[src/rtl/reg_to_apb_master.sv]
// Register-bus to APB4 initiator bridge: one outstanding transfer, all APB outputs registered.
// Optional ACCESS-phase timeout is compiled in with `define REG_TO_APB_MASTER_TIMEOUT_EN.

package reg_to_apb_master_pkg;

  localparam int unsigned APB_ADDR_WIDTH = 32;
  localparam int unsigned APB_DATA_WIDTH = 32;
  localparam int unsigned APB_STRB_WIDTH = APB_DATA_WIDTH / 8;

  typedef struct packed {
    logic [APB_ADDR_WIDTH-1:0] paddr;
    logic [2:0]                pprot;
    logic                      psel;
    logic                      penable;
    logic                      pwrite;
    logic [APB_DATA_WIDTH-1:0] pwdata;
    logic [APB_STRB_WIDTH-1:0] pstrb;
  } apb_req_t;

  typedef struct packed {
    logic [APB_DATA_WIDTH-1:0] prdata;
    logic                      pready;
    logic                      pslverr;
  } apb_rsp_t;

endpackage

module reg_to_apb_master #(
  parameter int unsigned ADDR_WIDTH     = 32,
  parameter int unsigned DATA_WIDTH     = 32,
  parameter int unsigned TIMEOUT_CYCLES = 64,
  parameter type         apb_req_t      = reg_to_apb_master_pkg::apb_req_t,
  parameter type         apb_rsp_t      = reg_to_apb_master_pkg::apb_rsp_t
) (
  input  logic                    clk_i,
  input  logic                    rst_ni,
  input  logic                    reg_valid_i,
  input  logic                    reg_write_i,
  input  logic [ADDR_WIDTH-1:0]   reg_addr_i,
  input  logic [DATA_WIDTH-1:0]   reg_wdata_i,
  input  logic [DATA_WIDTH/8-1:0] reg_wstrb_i,
  output logic                    reg_ready_o,
  output logic [DATA_WIDTH-1:0]   reg_rdata_o,
  output logic                    reg_error_o,
  output apb_req_t                apb_req_o,
  input  apb_rsp_t                apb_rsp_i,
  output logic                    busy_o
);

  localparam int unsigned STRB_WIDTH = DATA_WIDTH / 8;

  if (TIMEOUT_CYCLES < 1) begin : g_bad_timeout
    $error("reg_to_apb_master: TIMEOUT_CYCLES must be at least 1");
  end

  if ((DATA_WIDTH % 8) != 0) begin : g_bad_width
    $error("reg_to_apb_master: DATA_WIDTH must be a multiple of 8");
  end

  typedef enum logic [1:0] {
    IDLE   = 2'd0,
    SETUP  = 2'd1,
    ACCESS = 2'd2,
    DONE   = 2'd3
  } state_e;

  state_e                state_q, state_d;
  apb_req_t              req_q, req_d;
  logic                  ready_q, ready_d;
  logic [DATA_WIDTH-1:0] rdata_q, rdata_d;
  logic                  error_q, error_d;

`ifdef REG_TO_APB_MASTER_TIMEOUT_EN
  localparam int unsigned CNT_W = $clog2(TIMEOUT_CYCLES + 1);
  logic [CNT_W-1:0] cnt_q, cnt_d;
`endif

  // Completion outputs default to zero so they are high only in the DONE cycle.
  always_comb begin
    state_d = state_q;
    req_d   = req_q;
    ready_d = 1'b0;
    rdata_d = '0;
    error_d = 1'b0;
`ifdef REG_TO_APB_MASTER_TIMEOUT_EN
    cnt_d   = cnt_q;
`endif

    unique case (state_q)
      IDLE: begin
        if (reg_valid_i) begin
          req_d.paddr   = reg_addr_i;
          req_d.pprot   = 3'b000;
          req_d.psel    = 1'b1;
          req_d.penable = 1'b0;
          req_d.pwrite  = reg_write_i;
          req_d.pwdata  = reg_write_i ? reg_wdata_i : '0;
          req_d.pstrb   = reg_write_i ? reg_wstrb_i : {STRB_WIDTH{1'b0}};
          state_d       = SETUP;
        end
      end

      SETUP: begin
        req_d.penable = 1'b1;
        state_d       = ACCESS;
`ifdef REG_TO_APB_MASTER_TIMEOUT_EN
        cnt_d         = '0;
`endif
      end

      ACCESS: begin
        if (apb_rsp_i.pready) begin
          req_d.psel    = 1'b0;
          req_d.penable = 1'b0;
          ready_d       = 1'b1;
          rdata_d       = req_q.pwrite ? '0 : apb_rsp_i.prdata;
          error_d       = apb_rsp_i.pslverr;
          state_d       = DONE;
        end
`ifdef REG_TO_APB_MASTER_TIMEOUT_EN
        // This stalled cycle is the one that brings the count to the limit.
        else if (cnt_q == CNT_W'(TIMEOUT_CYCLES - 1)) begin
          req_d.psel    = 1'b0;
          req_d.penable = 1'b0;
          ready_d       = 1'b1;
          error_d       = 1'b1;
          state_d       = DONE;
        end else begin
          cnt_d = cnt_q + CNT_W'(1);
        end
`endif
      end

      DONE: begin
        state_d = IDLE;
      end

      default: begin
        state_d = IDLE;
      end
    endcase
  end

  always_ff @(posedge clk_i or negedge rst_ni) begin
    if (!rst_ni) begin
      state_q <= IDLE;
      req_q   <= '0;
      ready_q <= 1'b0;
      rdata_q <= '0;
      error_q <= 1'b0;
`ifdef REG_TO_APB_MASTER_TIMEOUT_EN
      cnt_q   <= '0;
`endif
    end else begin
      state_q <= state_d;
      req_q   <= req_d;
      ready_q <= ready_d;
      rdata_q <= rdata_d;
      error_q <= error_d;
`ifdef REG_TO_APB_MASTER_TIMEOUT_EN
      cnt_q   <= cnt_d;
`endif
    end
  end

  assign apb_req_o   = req_q;
  assign reg_ready_o = ready_q;
  assign reg_rdata_o = rdata_q;
  assign reg_error_o = error_q;
  assign busy_o      = (state_q != IDLE);

endmodule

[config.mk]
export PLATFORM = sky130hd
export DESIGN_NAME = reg_to_apb_master
export DESIGN_NICKNAME = d
export VERILOG_FILES = /design/src/rtl/reg_to_apb_master.sv
export SDC_FILE = /design/constraint.sdc
export NUM_CORES = 1
export LEC_CHECK = 0
export BUFFER_PORTS_ARGS = -buffer_cell sky130_fd_sc_hd__buf_4
export CAP_MARGIN = 5
export CELL_PAD_IN_SITES_DETAIL_PLACEMENT = 1
export CELL_PAD_IN_SITES_GLOBAL_PLACEMENT = 2
export CORE_MARGIN = 5
export CORE_UTILIZATION = 26
export CTS_BUF_LIST = sky130_fd_sc_hd__clkbuf_16
export DETAILED_ROUTE_END_ITERATION = 6
export PLACE_DENSITY_LB_ADDON = 0.3
export SYNTH_ARGS = -nofsm -noshare
export SYNTH_HDL_FRONTEND = slang
export SYNTH_SLANG_ARGS = --single-unit
[constraint.sdc]
create_clock -name clk_i -period 2.1 [get_ports clk_i]
set_clock_uncertainty 0.05 [all_clocks]
set_input_delay 0.105 -clock clk_i [delete_from_list [all_inputs] [get_ports clk_i]]
set_output_delay 0.105 -clock clk_i [all_outputs]
set_load 0.01 [all_outputs]
==> summary.md, run 1 <==
| Metric | Value |
|---|---|
| Placed Cells incl. Taps | `713` |
| Max incr delay on CP | `390 ps` |
| Utilization after layout | `47.5%` |
| Crit Path Max Fanout | `53` |
| Mapped Area | `4040 sq um` |
| Root Buffer Master | `clkbuf_16` |
| Layout cells sized above 1 | `41.6%` |
| Critical Path Source Type | `flip-flop` |
| Antenna-violating nets left | `0` |
| CTS tree | `built` |
| DIE WIDTH | `135 microns` |
| Largest net degree at the start of global routing | `57` |
| Aggregate global routing overflow | `0` |
| Worst Path Required | `2280 ps` |
| Post-synthesis area per instance | `12.3 sq um` |
| Drt first pass iters | `4` |
| Final Cycle Share | `82.3%` |
| RSZ-0062 raised after global routing | `false` |
| Hpwl dp | `9090 microns` |
| Worst path slowest cell | `dfrtp_1` |
| Total Neg Setup Slack | `0 ps` |
| Count of maximum capacitance violations | `0` |
| Crit-path cells | `inv_1, ha_1, nand2_4, buf_12, mux2_2` |
| Final setup vio count | `0` |
| Core area | `15200 sq um` |
| Antenna cells | `0` |
| Via Count | `3475` |
| H-Tree Depth | `3` |
| Clock latency on the worst-skew pair | `340 ps` |
| Pins Over Slew Limit | `0` |
| Die Ht | `135 microns` |
| CP Capture Type | `flip-flop` |
| Final Power | `8.47 mW` |
| Avg Vias per Cell | `4.17` |
| Row count | `45` |
| Clk slew on worst S/H paths | `70 ps` |
| Worst hold margin | `71.1 ps` |
| GRT Total Usage | `15.0%` |
| Pwr Density | `1170 nW/um^2` |
| CTS Buf Count | `9` |
| Syn Inst Count | `328` |
| # fillers | `1633` |
| Unique masters post-synth | `20` |
| CTS Buffer Depth | `2` |
| Sink Count | `107` |
| Number of global-route vias before repair | `4031` |
| Setup Fix Bufs, Post-CTS | `0` |
| CP Class | `flip-flop to flip-flop` |
| Status | `finished, final reports clean` |
| Nets | `752` |
| Fin cells | `833` |
| Number of I/O port buffers | `211` |
| Starting Density | `26.6%` |
| Worst hold path class | `primary input to flip-flop` |
| Full die area | `18100 sq um` |
| Total wire length | `13500 microns` |
| GP Congestion | `0.700` |
| DRC Markers | `0` |
| Post-detailed-route wirelength per cell | `16.2 microns` |
| Static Leak | `3.67 nW` |
| Final Hold Fails | `0` |
| Register bit total from synthesis | `107` |
| Initial antenna violation count | `0` |
| Maximum clock rate | `578 MHz` |
| Ys Warns | `0` |
| Io pins | `215` |
| Initial DRC count | `111` |
| Area Growth Syn to Fin | `78.7%` |
| Seq/Total Area, Yosys | `66.3%` |
| First-pass GRT wire length | `21400 microns` |
| Peak supply drop | `494 uV` |
| Final min period | `1730 ps` |
| CP arrival | `1900 ps` |
[stage by stage]
| step | setup slack [ps] | instance area, sq um |
|---|---|---|
| after floorplan | 591 | 4050 |
| after global placement | 482 | 5840 |
| after detailed placement | 396 | 5840 |
| after CTS | 376 | 7220 |
| after global routing | 281 | 7220 |
| final | 371 | 7220 |
[layout by cell type (no fill, tap or decap), drive strengths merged, types with 6 or more instances in the layout]
cell type / synthesis / final
mux2: 35 / 35
buf: 9 / 216
and2: 32 / 32
dlygate4sd3: 0 / 104
clkbuf: 12 / 9
nand2: 75 / 75
dfrtp: 107 / 107
o21ai: 37 / 37
ha: 6 / 6
inv: 6 / 6
[final timing paths]
path	startpoint	end	slack, ps	cells past startpoint
min reg2reg	apb_req_o[5]	apb_req_o[5]	440	2
min	reg_valid_i	apb_req_o[38]	70	3
max	state_q[0]	apb_req_o[55]	370	5
max in group asynchronous	rst_ni	reg_rdata_o[0]	1160	3
max reg2reg	state_q[0]	apb_req_o[55]	370	5
min in group asynchronous	rst_ni	apb_req_o[10]	160	2
[routing by layer]
layer  track usage [%]  share of wire [%]  vias to the layer above  wire length (microns)
met4              5.32                1.8                        0                    238
li1                  -                  -                     1671                      -
met3              4.10                5.2                       13                    708
met1              15.9                 37                     1686                   4990
met2              28.5                 56                      105                   7560
met5                 0                  0                        -                      0
[state kept, by name (all words and copies together), names as in the netlist]
| register | flops |
|---|---|
| reg_rdata_o | 32 |
| reg_error_o | 1 |
| reg_ready_o | 1 |
| state_q | 2 |
| apb_req_o | 71 |
[cells by family (layout without fill, tap and decap cells)]
logic type	after synthesis	in the layout	synth area share, %
AO/OA/AOI/OAI	39	39	4.96
other	1	3	0.0928
buffers and inverters	27	342	3.28
AND/OR/NAND/NOR	111	111	12.5
adder cells (fa/ha/maj)	6	6	1.86
multiplexers	37	37	11.0
flip-flops	107	107	66.3
[synth_stat cells (all sizes together)]
library cell | instances | area, sq um
ha | 6 | 75.1
and2 | 32 | 200
conb | 1 | 3.75
and3 | 1 | 6.26
clkbuf | 12 | 45.0
and3b | 1 | 8.76
buf | 9 | 65.1
mux2i | 2 | 20.0
inv | 6 | 22.5
dfrtp | 107 | 2680
o21ai | 37 | 185
mux2 | 35 | 424
o22ai | 1 | 6.26
nand2 | 75 | 284
nor2 | 2 | 7.51
o221ai | 1 | 8.76
[worst max-delay path, delay by kind of cell, from the launching register on]
kind | cells | cell delay, ps
simple gates | 1 | 100
buf+inv | 2 | 370
flops | 1 | 390
mux | 1 | 380
fa+ha+maj | 1 | 270
[power by group]
| group | switching [mW] | internal [mW] |
|---|---|---|
| registers | 0.425 | 2.82 |
| logic | 1.48 | 1.82 |
| clock network | 0.764 | 1.16 |
[layout make-up]
class | instances | area, sq um | share of cell area (%)
Timing Repair Buffer | 320 | 2700 | 37.4
Tap cell | 188 | 235 | 3.26
Clock buffer | 9 | 225 | 3.12
Multi-Input combinational cell | 196 | 1240 | 17.2
Sequential cell | 107 | 2680 | 37.1
Inverter | 6 | 22.5 | 0.312
Clock inverter | 7 | 116 | 1.61
[what timing repair did]
action | 4_1_cts | 5_1_grt
hold endpoints to repair | 126 | 0
hold buffers | 104 | 0
resized for setup | 0 | 0
endpoints found under the setup margin | 0 | 0
Note: power is estimated with default switching activity, not from simulation.
==> run 2: changes to the inputs <==
==> constraint.sdc (replaced) <==
create_clock -name clk_i -period 1.65 [get_ports clk_i]
set_clock_uncertainty 0.05 [all_clocks]
set_input_delay 0.0825 -clock clk_i [delete_from_list [all_inputs] [get_ports clk_i]]
set_output_delay 0.0825 -clock clk_i [all_outputs]
set_load 0.01 [all_outputs]
==> run 2 against run 1 <==
Effect of this change: via count rose by 3.0%; critical path depth did not move; clock-buffer cell count did not move; critical path type unchanged; flip-flop and latch count did not move; core utilization rose by 0.099 points; register-to-register slack got worse by 250 ps; worst setup slack got worse by 250 ps; first-iteration DRC count fell by 17%.
==> summary.md, run 2 (synthesis results as in run 1) <==
| Metric | Value |
|---|---|
| GP Congestion | `0.709` |
| CP Class | `flip-flop to flip-flop` |
| Peak supply drop | `563 uV` |
| R2R cell count | `5` |
| WL met3 | `787 microns` |
| Number of flip-flops in the largest register | `71` |
| Hpwl dp | `9120 microns` |
| Top Layer Used | `met4` |
| Count of maximum capacitance violations | `0` |
| CP Capture Type | `flip-flop` |
| RSZ-0062 raised after global routing | `false` |
| Static Leak | `3.68 nW` |
| Placed Cells incl. Taps | `717` |
| DRT met1 WL | `4950 microns` |
| Core area | `15200 sq um` |
| Aggregate global routing overflow | `0` |
| Layout cells sized above 1 | `42.1%` |
| Setup Fix Bufs, Post-CTS | `0` |
| Number of I/O port buffers | `211` |
| Max incr delay on CP | `390 ps` |
| Worst Path Required | `1830 ps` |
| CTS tree | `built` |
| CP delay by family, top | `flip-flops` |
| Final Cycle Share | `92.4%` |
| Utilization after layout | `47.6%` |
| Drt first pass iters | `4` |
| Slew HR | `59.5%` |
| Pins Over Slew Limit | `0` |
| CP arrival | `1700 ps` |
| Crit Reg-Reg Endpoint | `apb_req_o[57]` |
| First-pass GRT wire length | `21500 microns` |
| Total wire length | `13600 microns` |
| Final min period | `1530 ps` |
| Final WS setup | `125 ps` |
| Critical Path Source Type | `flip-flop` |
| DRC Markers | `0` |
| Sink Count | `107` |
| Final Hold Fails | `0` |
| Hold depth | `3` |
| Worst R2R Setup Slack | `120 ps` |
| Nets | `755` |
| Commonest non-fill, non-tap cell in the layout | `buf_4` |
| WHS Endpoint | `apb_req_o[2]` |
| Starting Density | `26.6%` |
| Worst path slowest cell | `dfrtp_1` |
| Via Count | `3579` |
| Final Cell Area | `7230 sq um` |
| Crit Path Max Fanout | `34` |
| Full die area | `18100 sq um` |
| Initial DRC count | `92` |
| Number of global-route vias before repair | `4129` |
| Clock latency on the worst-skew pair | `350 ps` |
| GRT Total Usage | `15.1%` |
| Slew @ Worst Pin | `608 ps` |
| Commonest cells after routing, fill and taps aside | `buf_4, dfrtp_1, dlygate4sd3_1` |
| Crit Reg-Reg Startpoint | `state_q[0]` |
| Crit-path cells | `inv_2, ha_2, nand2_4, buf_12, mux2_2` |
| Worst hold margin | `129 ps` |
| Min-delay src | `reg_write_i` |
| Pwr Density | `1470 nW/um^2` |
| Pre-CTS WS | `20.7 ps` |
| Final setup vio count | `0` |
| Die Ht | `135 microns` |
| Clk slew on worst S/H paths | `70 ps` |
| Maximum clock rate | `656 MHz` |
| Row count | `45` |
| Worst Setup SP | `state_q[0]` |
| Area Growth Syn to Fin | `79.1%` |
| H-Tree Depth | `3` |
| Wire length on met2 | `7620 microns` |
| Final Power | `10.6 mW` |
| Antenna-violating nets left | `0` |
| Io pins | `215` |
| DIE WIDTH | `135 microns` |
| Initial antenna violation count | `1` |
| Avg Vias per Cell | `4.28` |
| Root Buffer Master | `clkbuf_16` |
| CTS Buf Count | `9` |
| Placed Area | `5900 sq um` |
| Total Neg Setup Slack | `0 ps` |
| Fin cells | `837` |
| Post-detailed-route wirelength per cell | `16.2 microns` |
| Worst hold path class | `primary input to flip-flop` |
| Buffers plus inverters on the worst setup path | `2` |
| Status | `finished, final reports clean` |
| Largest net degree at the start of global routing | `108` |
| CTS Buffer Depth | `2` |
## run 2: worst max-delay path by stage
stage	to	depth (start not counted)
6_report	apb_req_o[57]	5
5_1_grt	apb_req_o[12]	6
3_5_place_dp	state_q[1]	5
2_1_floorplan	apb_req_o[65]	6
3_3_place_gp	apb_req_o[49]	5
4_1_cts	apb_req_o[63]	5
## run 2: per-layer routing
| layer | track usage, % | up-vias |
|---|---|---|
| met5 | 0 | - |
| met3 | 5.18 | 16 |
| li1 | - | 1686 |
| met2 | 28.7 | 107 |
| met1 | 15.5 | 1770 |
| met4 | 4.69 | 0 |
## run 2: final cells by class
| type | count | area (sq um) |
|---|---|---|
| inverters | 6 | 22.5 |
| fillers | 1619 | 7970 |
| clock buffers | 9 | 225 |
| repair buffers | 323 | 2760 |
| multi-input cells | 196 | 1250 |
| diodes | 1 | 2.50 |
| flip-flops and latches | 107 | 2680 |
| clock inverters | 7 | 60.1 |
| well taps | 188 | 235 |
## run 2: worst reg2reg max path: stages (launching register included)
cell and delay, ps:
dfrtp_1 390, inv_2 80, ha_2 210, nand2_4 110, buf_12 200, mux2_2 360
## run 2: report_power, final
group	switching, mW	internal [mW]
logic	1.94	2.43
registers	0.531	3.59
clock network	0.949	1.16
total	3.42	7.18
## run 2: timing repair
action | 4_1_cts | 5_1_grt
endpoints found under the setup margin | 1 | 81
hold endpoints to repair | 209 | 0
gates resized for setup | 1 | 3
hold buffers | 103 | 0
==> run 3: changes to the inputs <==
--- a/config.mk
+++ b/config.mk
@@ -14,6 +14,7 @@
 export CTS_BUF_LIST = sky130_fd_sc_hd__clkbuf_16
 export DETAILED_ROUTE_END_ITERATION = 6
 export PLACE_DENSITY_LB_ADDON = 0.3
+export REMOVE_ABC_BUFFERS = 1
 export SYNTH_ARGS = -nofsm -noshare
 export SYNTH_HDL_FRONTEND = slang
 export SYNTH_SLANG_ARGS = --single-unit
==> run 3 against run 2 <==
Effect of this change: worst hold slack got worse by 62 ps; final area increased by 1.0%; clock power increased by 2%; largest cell class unchanged; sequential power about the same; global-route usage about the same.
==> summary.md, run 3 (synthesis results as in run 1) <==
| Metric | Value |
|---|---|
| Status | `finished, final reports clean` |
| Pins Over Slew Limit | `0` |
| Internal power | `7.25 mW` |
| Full die area | `18100 sq um` |
| First-pass GRT wire length | `21600 microns` |
| Crit-path cells | `inv_2, ha_2, nand2_4, buf_12, mux2_2` |
| Avg Vias per Cell | `4.22` |
| CTS Buffer Depth | `2` |
| Commonest cells after routing, fill and taps aside | `buf_4, dfrtp_1, dlygate4sd3_1` |
| Clock latency on the worst-skew pair | `340 ps` |
| Worst Path Required | `1830 ps` |
| Busiest grt layer | `met2` |
| Root Buffer Master | `clkbuf_16` |
| Clock share of power | `20.1%` |
| DRC Markers | `0` |
| RSZ-0062 raised after global routing | `false` |
| Area Growth Syn to Fin | `80.9%` |
| Final Cycle Share | `94.0%` |
| Worst hold path class | `primary input to asynchronous set/reset pin` |
| Final min period | `1550 ps` |
| Antenna-violating nets left | `0` |
| Global Route met2 Usage | `25.5%` |
| CP arrival | `1730 ps` |
| Final WS setup | `99.4 ps` |
| Total Neg Setup Slack | `0 ps` |
| Aggregate global routing overflow | `0` |
| Number of I/O port buffers | `211` |
| Final Hold Fails | `0` |
| Row count | `45` |
| GP Congestion | `0.731` |
| Largest net degree at the start of global routing | `55` |
| Nets | `759` |
| Met3 Use GR | `6.18%` |
| Die Ht | `135 microns` |
| Hpwl dp | `9050 microns` |
| Via Count | `3547` |
| Layout cells sized above 1 | `42.6%` |
| Initial antenna violation count | `0` |
| CTS Buf Count | `9` |
| Max incr delay on CP | `390 ps` |
| Pwr Density | `1470 nW/um^2` |
| Sequential share of power | `38.4%` |
| Number of global-route vias before repair | `4097` |
| Worst Setup SP | `state_q[0]` |
| CP delay by family, top | `flip-flops` |
| Starting Density | `26.6%` |
| Maximum clock rate | `645 MHz` |
| Net switching power | `3.48 mW` |
| Initial DRC count | `82` |
| Combinational share of power | `41.5%` |
| Crit Path Max Fanout | `14` |
| Buffers plus inverters on the worst setup path | `2` |
| DIE WIDTH | `135 microns` |
| GRT Total Usage | `15.1%` |
| Drt first pass iters | `3` |
| Crit Reg-Reg Startpoint | `state_q[0]` |
| Worst path slowest cell | `dfrtp_1` |
| Clk slew on worst S/H paths | `70 ps` |
| Worst hold margin | `67.1 ps` |
| Peak supply drop | `568 uV` |
| Met1 GRT Util | `17.5%` |
| Static Leak | `3.71 nW` |
| Count of maximum capacitance violations | `0` |
| Commonest non-fill, non-tap cell in the layout | `buf_4` |
| CP Capture Type | `flip-flop` |
| Final setup vio count | `0` |
| Pre-CTS WS | `14.1 ps` |
| Number of flip-flops in the largest register | `71` |
| Antenna cells | `0` |
| CP Class | `flip-flop to flip-flop` |
| Total wire length | `13700 microns` |
| Critical Path Source Type | `flip-flop` |
| Post-detailed-route wirelength per cell | `16.3 microns` |
| Switching Share | `32.4%` |
| Sink Count | `107` |
| Io pins | `215` |
| H-Tree Depth | `3` |
| CTS tree | `built` |
| Core area | `15200 sq um` |
-- run 3: what timing repair did --
item / CTS / global route
buffers inserted: 0 / 1
pin swaps: 0 / 1
cloned: 0 / 2
resized for setup: 1 / 7
endpoints found under the setup margin: 1 / 69
hold buffers: 103 / 0
endpoints found under the hold margin: 209 / 0
-- run 3: final timing paths --
check,slack [ps],end,cells after the start
max,100,apb_req_o[63],5
min,70,apb_req_o[23],2
max reg2reg,100,apb_req_o[63],5
min reg2reg,430,apb_req_o[23],2
max in group asynchronous,970,reg_rdata_o[1],3
min in group clk_i,90,apb_req_o[38],3
-- run 3: metal layers --
metal  vias up  routed length (microns)
li1       1690                        -
met1      1694                     5630
met2       149                     6580
met3        14                     1300
met4         0                      195
met5         -                        0
-- run 3: power by group through the flow --
stage               combinational [mW]  sequential (mW)  clock (mW)
finish                            4.45             4.13        2.15
global route                      4.87             4.25        2.35
CTS                               4.38             4.13        2.25
detailed placement                4.16             4.18           0
global placement                  4.04             4.15           0
floorplan                         1.32             4.55           0
-- run 3: layout make-up --
type	instances	area (sq um)
repair buffers	327	2830
multi-input cells	196	1250
flip-flops and latches	107	2680
fillers	1611	7900
clock inverters	7	67.6
inverters	6	22.5
clock buffers	9	225
well taps	188	235
-- run 3: worst reg2reg max path: cells and delay by family, from the launching register on --
kind / cells / cell delay, ps
adders and majority gates: 1 / 210
buffers and inverters: 2 / 260
DFF: 1 / 390
muxes: 1 / 340
and+or+nand+nor: 1 / 180
-- run 3: stage by stage --
step | power, mW | utilization [%] | cells | instance area (sq um)
2_1_floorplan | 5.87 | - | 309 | 3940
3_3_place_gp | 8.19 | 38.8 | 718 | 5900
3_5_place_dp | 8.34 | 38.8 | 718 | 5900
4_1_cts | 10.8 | 47.6 | 837 | 7230
5_1_grt | 11.5 | 48.1 | 840 | 7310
6_report | 10.7 | 48.1 | 840 | 7310
